$ cat config.mk
export PLATFORM = sky130hd
export DESIGN_NAME = mem_port_arbiter
export DESIGN_NICKNAME = d
export VERILOG_FILES = /design/src/rtl/mem_port_arbiter_pkg.sv /design/src/rtl/mem_arb_starve_ctr.sv /design/src/rtl/mem_port_arbiter.sv
export SDC_FILE = /design/constraint.sdc
export NUM_CORES = 1
export LEC_CHECK = 0
export CORE_MARGIN = 1.5
export CORE_UTILIZATION = 38
export CTS_BUF_LIST = sky130_fd_sc_hd__clkbuf_16
export CTS_CLUSTER_DIAMETER = 40
export DETAILED_ROUTE_END_ITERATION = 8
export GPL_TIMING_DRIVEN = 0
export PLACE_DENSITY = 0.87
export SYNTH_ARGS = -nofsm -noshare
export SYNTH_HDL_FRONTEND = slang
export SYNTH_SLANG_ARGS = --single-unit
export TNS_END_PERCENT = 1
$ cat constraint.sdc
create_clock -name clk -period 5.9 [get_ports clk]
set_input_delay 1.77 -clock clk [delete_from_list [all_inputs] [get_ports clk]]
set_output_delay 1.77 -clock clk [all_outputs]
set_load 0.01 [all_outputs]
$ cat src/rtl/mem_port_arbiter_pkg.sv
// Shared definitions for the instruction/data memory port arbiter:
// response FSM states, word-index bit positions and address-check helpers.
package mem_port_arbiter_pkg;

  typedef enum logic [1:0] {
    S_IDLE   = 2'b00,
    S_RESP_I = 2'b01,
    S_RESP_D = 2'b10
  } arb_state_e;

  localparam int WORD_LSB = 2;
  localparam int WORD_MSB = 22;
  localparam int IDX_W    = WORD_MSB - WORD_LSB + 1;

  function automatic logic addr_in_range(input logic [IDX_W-1:0] word_idx,
                                         input int unsigned      depth);
    logic [31:0] idx_ext;
    idx_ext = {{(32-IDX_W){1'b0}}, word_idx};
    return (idx_ext < depth);
  endfunction

  function automatic logic addr_aligned(input logic [1:0] byte_off);
    return (byte_off == 2'b00);
  endfunction

endpackage

$ cat src/rtl/mem_arb_starve_ctr.sv
// Saturating count of consecutive cycles in which a pending fetch was denied.
// o_sat tells the arbiter that fetch must win the next contended cycle.
module mem_arb_starve_ctr #(
  parameter int unsigned STARVE_MAX = 3
) (
  input  logic clk,
  input  logic reset_n,
  input  logic i_inc,
  input  logic i_clr,
  output logic o_sat
);

  localparam int unsigned CW = $clog2(STARVE_MAX + 1);
  localparam logic [CW-1:0] CNT_MAX = CW'(STARVE_MAX);

  logic [CW-1:0] r_cnt;

  // Clear wins over increment; hold once saturated.
  always_ff @(posedge clk or negedge reset_n) begin
    if (!reset_n) begin
      r_cnt <= {CW{1'b0}};
    end else if (i_clr) begin
      r_cnt <= {CW{1'b0}};
    end else if (i_inc && (r_cnt != CNT_MAX)) begin
      r_cnt <= r_cnt + CW'(1);
    end else begin
      r_cnt <= r_cnt;
    end
  end

  assign o_sat = (r_cnt == CNT_MAX);

endmodule

$ cat src/rtl/mem_port_arbiter.sv
// Single-port memory arbiter between fetch (I) and load/store (D) ports:
// one grant per cycle, D-priority with bounded fetch starvation, 1-cycle read responses.
module mem_port_arbiter
  import mem_port_arbiter_pkg::*;
#(
  parameter int unsigned DEPTH      = 51,
  parameter int unsigned STARVE_MAX = 3
) (
  input  logic        clk,
  input  logic        reset_n,
  input  logic        i_req,
  input  logic [31:0] i_addr,
  output logic        i_gnt,
  output logic        i_rvalid,
  output logic [31:0] i_rdata,
  input  logic        d_req,
  input  logic        d_we,
  input  logic [31:0] d_addr,
  input  logic [31:0] d_wdata,
  output logic        d_gnt,
  output logic        d_rvalid,
  output logic [31:0] d_rdata,
  output logic        d_err,
  output logic        mem_we,
  output logic [31:0] mem_addr,
  output logic [31:0] mem_wdata,
  input  logic [31:0] mem_rdata
);

  logic        w_sat;
  logic        w_i_gnt;
  logic        w_d_gnt;
  logic [31:0] w_addr;
  logic        w_in_range;
  logic        w_aligned;
  logic        w_d_ok;

  arb_state_e  r_state;
  logic [31:0] r_i_rdata;
  logic [31:0] r_d_rdata;
  logic        r_d_err;

  mem_arb_starve_ctr #(
    .STARVE_MAX(STARVE_MAX)
  ) u_starve (
    .clk    (clk),
    .reset_n(reset_n),
    .i_inc  (i_req & ~w_i_gnt),
    .i_clr  (w_i_gnt | ~i_req),
    .o_sat  (w_sat)
  );

  // Grant selection; nothing is granted while reset is held.
  always_comb begin
    w_i_gnt = 1'b0;
    w_d_gnt = 1'b0;
    if (!reset_n) begin
      w_i_gnt = 1'b0;
      w_d_gnt = 1'b0;
    end else if (i_req && d_req) begin
      w_i_gnt = w_sat;
      w_d_gnt = ~w_sat;
    end else begin
      w_i_gnt = i_req;
      w_d_gnt = d_req;
    end
  end

  // Address mux: fetch address is the idle default.
  always_comb begin
    w_addr = i_addr;
    if (w_d_gnt) begin
      w_addr = d_addr;
    end else begin
      w_addr = i_addr;
    end
  end

  assign w_in_range = addr_in_range(w_addr[WORD_MSB:WORD_LSB], DEPTH);
  assign w_aligned  = addr_aligned(w_addr[1:0]);
  assign w_d_ok     = w_in_range & w_aligned;

  assign i_gnt     = w_i_gnt;
  assign d_gnt     = w_d_gnt;
  assign mem_addr  = w_addr;
  assign mem_wdata = d_wdata;
  assign mem_we    = w_d_gnt & d_we & w_d_ok;

  // Response FSM: records the last read grant and captures its data at the grant edge.
  always_ff @(posedge clk or negedge reset_n) begin
    if (!reset_n) begin
      r_state   <= S_IDLE;
      r_i_rdata <= 32'h0000_0000;
      r_d_rdata <= 32'h0000_0000;
      r_d_err   <= 1'b0;
    end else begin
      r_d_err <= w_d_gnt & ~w_d_ok;
      if (w_i_gnt) begin
        r_state   <= S_RESP_I;
        r_i_rdata <= w_in_range ? mem_rdata : 32'h0000_0000;
      end else if (w_d_gnt && !d_we) begin
        r_state   <= S_RESP_D;
        r_d_rdata <= w_d_ok ? mem_rdata : 32'h0000_0000;
      end else begin
        r_state <= S_IDLE;
      end
    end
  end

  assign i_rvalid = (r_state == S_RESP_I);
  assign d_rvalid = (r_state == S_RESP_D);
  assign i_rdata  = r_i_rdata;
  assign d_rdata  = r_d_rdata;
  assign d_err    = r_d_err;

endmodule

==> results <==
==> path summary, 6_finish.rpt <==
kind / startpoint / end / slack, ps
setup / recovery: i_addr[22] / mem_we / 80
hold / removal: i_rdata[18]$_DFFE_PN0P_ / i_rdata[18]$_DFFE_PN0P_ / 480
setup reg to reg: u_starve.r_cnt[0]$_DFFE_PN0P_ / d_rdata[5]$_DFFE_PN0P_ / 3620
hold reg to reg: i_rdata[18]$_DFFE_PN0P_ / i_rdata[18]$_DFFE_PN0P_ / 480
max in group asynchronous: reset_n / d_err$_DFF_PN0_ / 4270
min in group asynchronous: reset_n / i_rdata[2]$_DFFE_PN0P_ / 1340
==> area by class of cell <==
cell class | instances | area, sq um | area share (%)
buffer | 65 | 395.4 | 5.941
clock buffer | 9 | 225.2 | 3.384
clock inverter | 7 | 42.54 | 0.6392
inverter | 3 | 11.26 | 0.1692
multi-input combinational | 264 | 1689 | 25.38
sequential | 69 | 1727 | 25.94
tap | 133 | 166.4 | 2.500
timing repair buffer | 240 | 2399 | 36.04
==> routing by layer <==
metal	GRT usage (%)	vias to the layer above	routed length (um)
li1	-	1887	-
met5	0	-	0
met1	30.97	1999	5402
met4	10.29	0	425
met2	44.93	198	7383
met3	6.237	34	1236
==> power breakdown <==
part           switching (mW)  internal, mW  total (mW)
logic                   0.100         0.151       0.251
clock network           0.202         0.281       0.483
registers             0.00137         0.476       0.477
==> cell families after synthesis <==
family	count (synthesis)	synth area share, %
simple gates	155	16.51
fa+ha+maj	1	0.3302
flops	69	45.57
compound gates	74	16.88
buf+inv	68	10.63
mux	34	10.07
==> flip-flops by register name (all words and copies together) (netlist names) <==
| signal | cells |
|---|---|
| i_rdata | 32 |
| d_err | 1 |
| d_rdata | 32 |
| r_state | 2 |
| u_starve.r_cnt | 2 |
==> cells in the final DEF (no fill, tap or decap), drive strengths merged <==
cell	instances
or2	1
a21oi	2
a211o	1
and2	1
buf	53
clkdlybuf4s50	232
clkbuf	28
clkinv	6
nor2	3
nand2	135
o31a	1
nor2b	5
o41ai	32
o31ai	32
mux2i	1
clkdlybuf4s15	1
clkinvlp	1
a21o	1
or3	2
o211ai	2
ha	1
a211oi	2
dfrtp	69
or4	2
mux2	33
o21ai	1
nor3	1
nor4	5
inv	3
==> critical path, stage by stage <==
cell and delay (ps):
clkdlybuf4s50_1 410, or4_1 570, nor4_2 280, mux2i_2 170
buf_6 180, buf_6 150, nor4_2 260, clkdlybuf4s15_2 260
==> stage by stage <==
| step | power, mW | utilization [%] | setup WS (ps) | cell area (sq um) |
|---|---|---|---|---|
| floorplan | 0.5713 | - | 748.6 | 3789 |
| global placement | 0.7279 | 64.72 | -2902 | 6297 |
| detailed placement | 0.7322 | 64.70 | -693.2 | 6295 |
| CTS | 1.213 | 67.84 | 14.06 | 6600 |
| global route | 1.255 | 68.40 | -58.00 | 6655 |
| finish | 1.212 | 68.40 | 82.10 | 6655 |
==> what timing repair did <==
item,4_1_cts,5_1_grt
setup buffers,1,5
pin swaps,0,0
setup endpoints to repair,35,28
resized for setup,12,3
==> summary.md <==
| Metric | Value |
|---|---|
| CTS root buf | `clkbuf_16` |
| Mapped Area | `3789 sq um` |
| CP required | `4130 ps` |
| Area Overhead vs Synth | `75.66%` |
| Die area | `10580 sq um` |
| Worst slew pin tran | `645.7 ps` |
| Fill cell count | `786` |
| Ys async rst share | `100.0%` |
| CTS Buf Count | `9` |
| H-tree lvl count | `3` |
| Final max-slew violation count | `0` |
| Clock Skews | `5.196 ps` |
| Clock tree buffer depth | `2` |
| Nets@finish | `786` |
| Startpoint Class | `input port` |
| Status | `complete, no violations` |
| Relative slew slack | `56.95%` |
| Routed WL per cell | `18.29 um` |
| Finished Layout Cells | `790` |
| Ys flop type | `dfrtp_1` |
| EDFF count, synth | `0` |
| Flops & latches, synth | `69` |
| Hold Vio Cnt, Final | `0` |
| # DRC | `0` |
| Detailed Routing Iterations Pass 1 | `6` |
| # diodes | `0` |
| Syn. warnings | `0` |
| Layout cells sized above 1 | `17.35%` |
| Lkg Pwr | `2.687 nW` |
| Final period utilization | `98.61%` |
| Syn_nets | `535` |
| Setup CP Type | `input port to output port` |
| First-pass GRT wire length | `20.76 mm` |
| Routability cong. | `0.7904` |
| Mean Syn Cell Area | `9.448 sq um` |
| Final TNS setup | `0 ps` |
| Max Freq | `171.9 MHz` |
| Final setup viols | `0` |
| Largest net degree at the start of global routing | `74` |
| Clock slew at reported path FFs | `60 ps` |
| WL final | `14.45 mm` |
| Half-perimeter wire length after placement | `11.19 mm` |
| Clock sink total | `69` |
| Hold slack final | `479.8 ps` |
| Total track usage | `25.85%` |
| DRT antenna net count | `0` |
| Highest ir drop seen on vdd | `0.1509 mV` |
| Worst Path Max Fanout | `10` |
| Netlist cell types | `30` |
| DR iter-0 viols | `188` |
| Post-DR vias/cell | `5.213` |
| Die Ht | `102.9 um` |
| Reg2reg path depth | `6` |
| Worst-skew pair later-pin latency | `330 ps` |
| Worst hold stages | `2` |
| Die width | `102.9 um` |
| Initial Util | `38.94%` |
| Placed Cells incl. Taps | `768` |
| Worst setup EP type | `output port` |
| Syn Inst Count | `401` |
| Top post-synthesis cells by count | `135 x nand2_1, 69 x dfrtp_1, 33 x mux2_2, 32 x buf_4, 32 x o31ai_1` |
| Port Buf Inserts | `234` |
| Worst min path class | `flip-flop to flip-flop` |
| Largest cells by area after synthesis | `dfrtp_1 46%, nand2_1 13%, mux2_2 9.8%` |
| Core Footprint | `9729 sq um` |
| Most common cell in the netlist | `nand2_1` |
| Initial antenna violation count | `0` |
| CTS tree | `built` |
| Row Count | `36` |
| Seq/Total Area, Yosys | `45.57%` |
| Cell area power density | `182.1 nW/um^2` |
| Worst endpoint data arrival time | `4050 ps` |
| Grt total ovfl | `0` |
| Cell taking the most area after synthesis | `dfrtp_1` |
| Io pins | `267` |
| Via count | `4118` |
| Hold_buf cts | `0` |
| Vias in the first global route | `4021` |
| Max-cap viol count | `0` |
| Final min period | `5818 ps` |
| Top cell type's share of synthesized area | `45.57%` |
Note: power is estimated with default switching activity, not from simulation.
